**src/rtl/alu_issue_stage.sv**
```systemverilog
// alu_issue_stage
//   Operand-issue stage in front of the 32-bit ALU. Decoded R/I-type ops come in over a
//   valid/ready handshake. The stage selects and extends operand B, maps funct onto the
//   ALU controls (opcode, Cin, B inversion) and registers the result. A 2-entry skid
//   buffer means a downstream stall never drops an op.
//
//   Ports
//     clk, rst_n        clock (rising edge), asynchronous active-low reset
//     flush             synchronous discard of every buffered op
//     in_*              upstream op: valid/ready, funct, rs, rt, imm, use_imm, sign_ext
//     out_*             ALU operands: valid/ready, a, b (pre-inverted), cin, opcode,
//                       slt flag, illegal flag
//     issue_cnt         count of output handshakes, wraps
//
//   WIDTH must be larger than 16 because the immediate is extended into bits [WIDTH-1:16].
module alu_issue_stage #(
    parameter int WIDTH = 32,
    parameter int CNT_W = 16
) (
    input  logic             clk,
    input  logic             rst_n,
    input  logic             flush,
    input  logic             in_valid,
    output logic             in_ready,
    input  logic [5:0]       in_funct,
    input  logic [WIDTH-1:0] in_rs,
    input  logic [WIDTH-1:0] in_rt,
    input  logic [15:0]      in_imm,
    input  logic             in_use_imm,
    input  logic             in_sign_ext,
    output logic             out_valid,
    input  logic             out_ready,
    output logic [WIDTH-1:0] out_a,
    output logic [WIDTH-1:0] out_b,
    output logic             out_cin,
    output logic [1:0]       out_opcode,
    output logic             out_slt,
    output logic             out_illegal,
    output logic [CNT_W-1:0] issue_cnt
);

    typedef struct packed {
        logic [WIDTH-1:0] a;
        logic [WIDTH-1:0] b;
        logic             cin;
        logic [1:0]       opcode;
        logic             slt;
        logic             illegal;
    } op_t;

    localparam logic [1:0] OPC_AND = 2'd0;
    localparam logic [1:0] OPC_OR  = 2'd1;
    localparam logic [1:0] OPC_ADD = 2'd2;
    localparam logic [1:0] OPC_XOR = 2'd3;

    op_t              dec_op;
    op_t              out_q;
    op_t              skid_q;
    logic             out_vld;
    logic             skid_vld;
    logic             inv_b;
    logic [WIDTH-1:0] imm_ext;
    logic [WIDTH-1:0] b_sel;
    logic             accept;
    logic             issue;

    // ---------------- decode (input side, before registering) ----------------
    assign imm_ext = {{(WIDTH-16){in_sign_ext & in_imm[15]}}, in_imm};
    assign b_sel   = in_use_imm ? imm_ext : in_rt;

    always_comb begin
        dec_op         = '0;
        inv_b          = 1'b0;
        dec_op.a       = in_rs;
        dec_op.opcode  = OPC_AND;
        case (in_funct)
            6'h20, 6'h21: dec_op.opcode = OPC_ADD;
            6'h22, 6'h23: begin
                dec_op.opcode = OPC_ADD;
                dec_op.cin    = 1'b1;
                inv_b         = 1'b1;
            end
            6'h24: dec_op.opcode = OPC_AND;
            6'h25: dec_op.opcode = OPC_OR;
            6'h26: dec_op.opcode = OPC_XOR;
            // slt is a subtract; downstream reads the sign of the sum
            6'h2A: begin
                dec_op.opcode = OPC_ADD;
                dec_op.cin    = 1'b1;
                dec_op.slt    = 1'b1;
                inv_b         = 1'b1;
            end
            default: dec_op.illegal = 1'b1;
        endcase
        // inversion follows source selection so subtract-immediate works too
        dec_op.b = inv_b ? ~b_sel : b_sel;
    end

    // ---------------- handshake ----------------
    // in_ready comes straight from the skid flop: no combinational path from out_ready
    assign in_ready = ~skid_vld;
    assign accept   = in_valid & ~skid_vld & ~flush;
    assign issue    = out_vld & out_ready;

    always_ff @(posedge clk or negedge rst_n) begin
        if (!rst_n) begin
            out_q    <= '0;
            skid_q   <= '0;
            out_vld  <= 1'b0;
            skid_vld <= 1'b0;
        end else if (flush) begin
            // data regs keep their contents; only the valids matter
            out_vld  <= 1'b0;
            skid_vld <= 1'b0;
        end else if (!out_vld || issue) begin
            // output slot free this cycle: oldest op (skid first) moves in
            if (skid_vld) begin
                out_q    <= skid_q;
                out_vld  <= 1'b1;
                skid_vld <= 1'b0;
            end else if (accept) begin
                out_q   <= dec_op;
                out_vld <= 1'b1;
            end else begin
                out_vld <= 1'b0;
            end
        end else if (accept) begin
            // output held by a stall: park the new op in the skid slot
            skid_q   <= dec_op;
            skid_vld <= 1'b1;
        end
    end

    // issue_cnt counts handshakes even on a flush cycle and ignores flush otherwise
    always_ff @(posedge clk or negedge rst_n) begin
        if (!rst_n)     issue_cnt <= '0;
        else if (issue) issue_cnt <= issue_cnt + 1'b1;
    end

    assign out_valid   = out_vld;
    assign out_a       = out_q.a;
    assign out_b       = out_q.b;
    assign out_cin     = out_q.cin;
    assign out_opcode  = out_q.opcode;
    assign out_slt     = out_q.slt;
    assign out_illegal = out_q.illegal;

endmodule

```
**config.mk**
```make
export PLATFORM = sky130hd
export DESIGN_NAME = alu_issue_stage
export DESIGN_NICKNAME = d
export VERILOG_FILES = /design/src/rtl/alu_issue_stage.sv
export SDC_FILE = /design/constraint.sdc
export NUM_CORES = 1
export LEC_CHECK = 0
export ABC_AREA = 1
export CORE_MARGIN = 5
export CORE_UTILIZATION = 35
export CTS_BUF_LIST = sky130_fd_sc_hd__clkbuf_16
export DETAILED_ROUTE_END_ITERATION = 8
export GPL_TIMING_DRIVEN = 0
export PLACE_DENSITY = 0.61
export SYNTH_ARGS = -nofsm -noshare
export SYNTH_HDL_FRONTEND = slang
export SYNTH_SLANG_ARGS = --single-unit
```
**constraint.sdc**
```tcl
create_clock -name clk -period 2.25 [get_ports clk]
set_clock_uncertainty 0.05 [all_clocks]
set_input_delay 0.45 -clock clk [delete_from_list [all_inputs] [get_ports clk]]
set_output_delay 0.45 -clock clk [all_outputs]
set_load 0.02 [all_outputs]
```
==> run metrics, run 1 <==
FP Rows=55; proportion of register bits with asynchronous set or reset after synthesis=1.00; sinks on the clock net=156; number of iterations in the first detailed-routing pass=5; unrepaired setup endpoints after global routing=false; top metal layer carrying routed signals=met4; Syn Inst Count=1066; max-cap check violation count=0; warnings from Yosys=0; starting density of the core=0.354; die outline height=161 um; Final Util=0.477; Crit Path Category=register to primary output; critical-path cell with the highest stage delay=sky130_fd_sc_hd__dfrtp_1; cell type contributing the most total cell area after synthesis=sky130_fd_sc_hd__dfrtp_1; GPL Wtd Cong=0.817; TNS Setup=0 ps; met2 layer wire length in the routed design=approximately 11000 um; cts bufs inserted=17; amount of wire on met3 after detailed routing=1380 um; synthesized netlist net count=1160; root cell of the clock tree=sky130_fd_sc_hd__clkbuf_16; total half-perimeter wirelength after legalization and detailed placement=16300 um; total core area=22600 um^2; total area of sequential cells=3900 um^2; number of different library cells in the post-synthesis netlist=32; combined area of the multi-input logic cells=3300 um^2; CTS HTree Levels=4; post-layout net count=1358; Layout area overhead=34.8%; wire length of the first global-routing pass=~37000 um; post-synthesis instance area=around 8000 um^2; global router's overall resource usage=0.175; crit path max fanout=16; total via count after detailed routing=just over 7000; largest cells by area after synthesis=sky130_fd_sc_hd__dfrtp_1 (49%), sky130_fd_sc_hd__nand2_1 (17%), sky130_fd_sc_hd__o21ai_0 (6.5%); Post-Route WL=22800 um; path category of the worst min-delay check=register to register; Total Die Area=~26000 um^2; IR Drop Worst-Case VDD=around 0.46 mV; insertion delay of the later-clocked pin in the worst-skew pair=between 400 and 500 ps; Die Wd=161 um; Final Critical Period=2140 ps; number of post-CTS setup repair buffers=0; smallest hold slack=427 ps; total inserted antenna cells=0; final setup violation count=0; Post-synth EDFFs=0; average wire per cell in the routed design=14.6 um; Post-route DRC=0; number of antenna violations at the first check in global routing=0; fill cell count=approximately 2200; final non-filler cell total=1562; pin count of the biggest net entering global routing=80; fraction of final layout cells sized beyond drive strength 1=0.0877; quantity of I/O buffers inserted on ports=approximately 180; final count of hold timing violations=0; DR iter-0 viols=430; count of state elements after synthesis=156; prevailing post-synth register cell=sky130_fd_sc_hd__dfrtp_1; leak pwr=5.62 nW; sort of element at the end of the critical path=primary output; Max Slew Vio Count=0; critical path buffer and inverter count=4; slew margin rel.=0.567; Post-Route M1 WL=10700 um; sequential element share of the synthesized area=0.489; power density over the cells=827 nW/um^2; dominant cell by count in the synthesized netlist=sky130_fd_sc_hd__nand2_1; timing-limited maximum frequency=468 MHz; overflow left after global routing=0; series of cell instances along the critical path=buf_4, inv_4, buf_4, clkdlybuf4s15_2; most repeated library cell on the critical path=sky130_fd_sc_hd__buf_4; via count of the first global-routing pass=around 6900; CTS tree=yes; run status=complete, no violations; delay of the slowest critical-path stage=360 ps; kind of cell adding the most delay to the critical path=buffers and inverters; arrival time worst endpoint=1640 ps; share of the synthesized area in the top cell type=0.489; Data required, critical path=between 1500 and 2000 ps; CTS Buffer Depth=2; vias per cell=4.63; cell types with the highest counts after synthesis=sky130_fd_sc_hd__nand2_1 (371), sky130_fd_sc_hd__dfrtp_1 (156), sky130_fd_sc_hd__inv_1 (116); Clock Pin Slew Worst Setup and Hold Paths=70 ps; synthesized area per cell=approximately 7.5 um^2; startpoint class of the critical path=register; share of the clock period used by the worst path=0.950; Post-DRT Antenna Nets=0; number of placed instances with taps included=1530; ports placed on the boundary=180; Tightest Pin Transition=650 ps
-- metal layers --
| metal | vias up | GRT usage |
|---|---|---|
| li1 | 3722 | - |
| met5 | - | 0 |
| met3 | 14 | 0.0464 |
| met2 | 176 | 0.277 |
| met1 | 3322 | 0.245 |
| met4 | 0 | 0.0368 |
-- placed cells by master, fill, tap and decap left out, types with 26 or more instances in the layout --
| cell | count |
|---|---|
| sky130_fd_sc_hd__nand2_1 | 371 |
| sky130_fd_sc_hd__clkdlybuf4s50_1 | 176 |
| sky130_fd_sc_hd__dfrtp_1 | 156 |
| sky130_fd_sc_hd__inv_1 | 116 |
| sky130_fd_sc_hd__o21ai_0 | 104 |
| sky130_fd_sc_hd__nor2_1 | 88 |
| sky130_fd_sc_hd__nand3_1 | 50 |
| sky130_fd_sc_hd__a21oi_1 | 48 |
| sky130_fd_sc_hd__nand3_2 | 26 |
| sky130_fd_sc_hd__buf_2 | 26 |
-- cell families (layout without fill, tap and decap cells) --
family,Yosys count,count (layout),share of synthesized area
AND/OR/NAND/NOR,551,551,0.293
buffers and inverters,180,391,0.0987
AO/OA/AOI/OAI,167,167,0.106
flip-flops,156,156,0.489
XOR/XNOR,11,11,0.0121
adder cells (fa/ha/maj),1,1,0.00157
-- report_power, final --
part | switching [mW] | internal, mW
Clock | 1.30 | 1.68
Combinational | 1.19 | 1.01
Sequential | 0.328 | 3.40
-- final timing paths --
check                           start       endpoint  slack (ps)  cells past startpoint
setup / recovery             skid_vld       in_ready         110                      4
hold / removal             skid_q[67]     skid_q[67]         430                      2
setup reg to reg             skid_vld     skid_q[45]         440                      8
hold reg to reg            skid_q[67]     skid_q[67]         430                      2
max in group asynchronous       rst_n  out_opcode[0]         810                      3
min in group asynchronous       rst_n       out_b[3]         530                      2
-- worst min-delay path, cell delays in order, from the launching register on --
cell and delay, ps:
sky130_fd_sc_hd__dfrtp_1 340, sky130_fd_sc_hd__nand2_1 50, sky130_fd_sc_hd__o21ai_0 50
-- state kept, by name, summed over array words and instances, names as in the netlist --
signal,flops
skid_vld,1
skid_q,69
out_illegal,1
out_a,32
out_opcode,2
out_slt,1
issue_cnt,16
out_valid,1
out_b,32
out_cin,1
-- metrics by stage --
step	cell area [um^2]	setup WS [ps]	power, mW
3_5_place_dp	10200	-77.8	5.99
6_report	10800	112	8.91
5_1_grt	10800	29.4	9.42
2_1_floorplan	7990	760	4.90
4_1_cts	10800	66.1	8.99
3_3_place_gp	10100	-6090	5.95
-- what timing repair did --
action / CTS / global route
setup endpoints to repair: 1 / 0
hold buffers: 1 / 0
gates resized for setup: 4 / 0
endpoints found under the hold margin: 13 / 0
-- layout make-up --
type / count / share of cell area
buffer: 60 / 0.0313
clock buffer: 17 / 0.0395
clock inverter: 15 / 0.0159
inverter: 119 / 0.0417
multi-input combinational: 730 / 0.306
sequential: 156 / 0.363
tap: 285 / 0.0331
timing repair buffer: 180 / 0.170
Power figures use the tool's default switching activity.
==> run 2: changes to the inputs <==
==> constraint.sdc (replaced) <==
create_clock -name clk -period 2.25 [get_ports clk]
set_clock_uncertainty 0.05 [all_clocks]
set_input_delay 0.45 -clock clk [delete_from_list [all_inputs] [get_ports clk]]
set_output_delay 0.45 -clock clk [all_outputs]
set_load 0.05 [all_outputs]
==> run metrics, run 2 (same netlist as run 1, synthesis figures left out) <==
delay of the slowest critical-path stage=830 ps (+470 ps); register bank with the most flops=skid_q; Switch Pwr=3.45 mW (+22%); global router's overall resource usage=0.175 (unchanged); busiest layer in global routing=met2; Post-route DRC=0 (unchanged); insertion delay of the later-clocked pin in the worst-skew pair=420 ps (about the same); Global Route met2 Usage=0.277 (unchanged); IR Drop Worst-Case VDD=0.463 mV (+0.80%); ports placed on the boundary=180 (unchanged); critical path depth=1 (-3); average wire per cell in the routed design=14.6 um (about the same); die outline height=161 um (unchanged); CTS tree=yes; arrival time worst endpoint=1670 ps (+30 ps); quantity of I/O buffers inserted on ports=178 (unchanged); most common library cell in the layout ignoring fill and taps=sky130_fd_sc_hd__nand2_1; Final Critical Period=2170 ps (+32.1 ps); Max Slew Vio Count=0 (unchanged); total inserted antenna cells=0 (unchanged); unrepaired setup endpoints after global routing=false; via count of the first global-routing pass=6894 (unchanged); FP Rows=55 (unchanged); flip-flop count of the largest register, all copies and words added=69 (unchanged); wire length of the first global-routing pass=36900 um (unchanged); number of iterations in the first detailed-routing pass=5 (unchanged); launching instance or port of the critical path=issue_cnt[4]; total half-perimeter wirelength after legalization and detailed placement=16300 um (unchanged); series of cell instances along the critical path=clkdlybuf4s50_1; fraction of power consumed by the clock network=0.312 (-0.022); sinks on the clock net=156 (unchanged); Die Wd=161 um (unchanged); beginning of the worst register-to-register path=skid_vld; Post-Route WL=22800 um (about the same); met1 track demand over resource=0.245 (unchanged); proportion of power drawn by combinational gates=0.296 (+0.049); starting density of the core=0.354 (unchanged); Layout area overhead=34.7% (about the same); Clock Pin Slew Worst Setup and Hold Paths=60 ps (about the same); sort of element at the end of the critical path=primary output; leak pwr=5.64 nW (+0.31%); crit path capture=issue_cnt[4]; total core area=22600 um^2 (unchanged); kind of cell adding the most delay to the critical path=buffers and inverters; reg-to-reg setup timing slack=440 ps (about the same); placed inst area=10200 um^2 (unchanged); Final Util=0.477 (about the same); final non-filler cell total=1562 (unchanged); startpoint class of the critical path=register; Data required, critical path=1750 ps (about the same); cell depth of the worst flop-to-flop path=8 (unchanged); internal cell power=6.08 mW (about the same); vias per cell=4.64 (+0.15%); cts bufs inserted=17 (unchanged); share of power burned in registers=0.391 (-0.028); max-cap check violation count=0 (unchanged); CTS Buffer Depth=2 (unchanged); Tightest Pin Transition=651 ps (+1.22 ps); root cell of the clock tree=sky130_fd_sc_hd__clkbuf_16; critical-path cell with the highest stage delay=sky130_fd_sc_hd__clkdlybuf4s50_1; capturing point of the worst reg2reg path=skid_q[45]; GPL Wtd Cong=0.817 (unchanged); timing-limited maximum frequency=461 MHz (-1.5%); pin count of the biggest net entering global routing=80 (unchanged); fraction of final layout cells sized beyond drive strength 1=0.0877 (unchanged); run status=complete, no violations; switching share of total power=0.362 (+0.0453); overflow left after global routing=0 (unchanged); CTS HTree Levels=4 (unchanged); final setup violation count=0 (unchanged); final std cell area, no fill=10800 um^2 (about the same); number of antenna violations at the first check in global routing=0 (unchanged); post-layout net count=1358 (unchanged); Total Die Area=25900 um^2 (unchanged); slew margin rel.=0.566 (-0.000814); number of post-CTS setup repair buffers=0 (unchanged); power density over the cells=885 nW/um^2 (+7.0%); Crit Path Category=register to primary output; final count of hold timing violations=0 (unchanged); path category of the worst min-delay check=register to register; overall power after layout=9.53 mW (+7.0%); leading cell types in the layout, fill and taps excluded=sky130_fd_sc_hd__nand2_1 (371), sky130_fd_sc_hd__clkdlybuf4s50_1 (175), sky130_fd_sc_hd__dfrtp_1 (156); number of placed instances with taps included=1530 (unchanged); total via count after detailed routing=7245 (+0.15%); share of the clock period used by the worst path=0.965 (+0.0143); Post-DRT Antenna Nets=0 (unchanged); global routing usage on met3=0.0464 (unchanged); critical path buffer and inverter count=1 (-3); crit path max fanout=4 (-12); DR iter-0 viols=433 (+0.70%)
## run 2: cell count changes in the layout (fill, tap and decap cells not counted), sizes merged
cell           delta
dlymetal6s2s      +1
buf               +1
clkdlybuf4s15     -1
clkdlybuf4s50     -1
## run 2: worst min-delay path by stage
stage / start / end / slack [ps] / depth (start not counted)
3_5_place_dp: out_b[18] / out_b[18] / 410 / 2
6_report: skid_q[67] / skid_q[67] / 430 / 2
5_1_grt: skid_q[42] / skid_q[42] / 450 / 2
3_3_place_gp: skid_q[67] / skid_q[67] / 410 / 2
4_1_cts: out_b[2] / out_b[2] / 430 / 2
2_1_floorplan: rst_n / issue_cnt[0] / 100 / 0
## run 2: worst reg2reg max path, cell delays in order (launching register included)
cell                       delay, ps
sky130_fd_sc_hd__dfrtp_1         360
sky130_fd_sc_hd__buf_4           180
sky130_fd_sc_hd__inv_4           170
sky130_fd_sc_hd__nand2_1          70
sky130_fd_sc_hd__nor2_1          120
sky130_fd_sc_hd__nand2_2         210
sky130_fd_sc_hd__clkbuf_1        320
sky130_fd_sc_hd__nand2_1         120
sky130_fd_sc_hd__o21ai_0          90
## run 2: layer usage
metal,vias up,share of wire
met5,-,0
met4,0,0.0092
met3,14,0.064
met2,180,0.46
met1,3331,0.46
li1,3720,-
## run 2: what timing repair did
item                                    CTS  global route
hold buffers                              1             0
gates resized for setup                   7             1
endpoints found under the hold margin    13             0
endpoints found under the setup margin    1             1
pin swaps                                 0             0
## run 2: through the flow
step	worst slack (ps)	hold slack, ps	setup TNS (ps)
2_1_floorplan	509	104	0
3_3_place_gp	-6090	410	-947010
3_5_place_dp	-277	415	-277
4_1_cts	10.4	432	0
5_1_grt	6.15	450	0
6_report	79.6	428	0
## run 2: cell type report
cell class | count | area, um^2
fill | 2235 | 11800
sequential | 156 | 3900
multi-input combinational | 730 | 3300
timing repair buffer | 180 | 1820
inverter | 119 | 449
clock buffer | 17 | 425
tap | 285 | 357
buffer | 60 | 337
clock inverter | 15 | 171
## run 2: power groups by stage
| stage | clock [mW] | combinational (mW) | sequential [mW] |
|---|---|---|---|
| final | 2.98 | 2.82 | 3.73 |
| after global placement | 0 | 2.81 | 3.76 |
| after global routing | 3.18 | 3.07 | 3.80 |
| after detailed placement | 0 | 2.85 | 3.77 |
| after CTS | 3.03 | 2.86 | 3.73 |
| after floorplan | 0 | 0.859 | 4.66 |
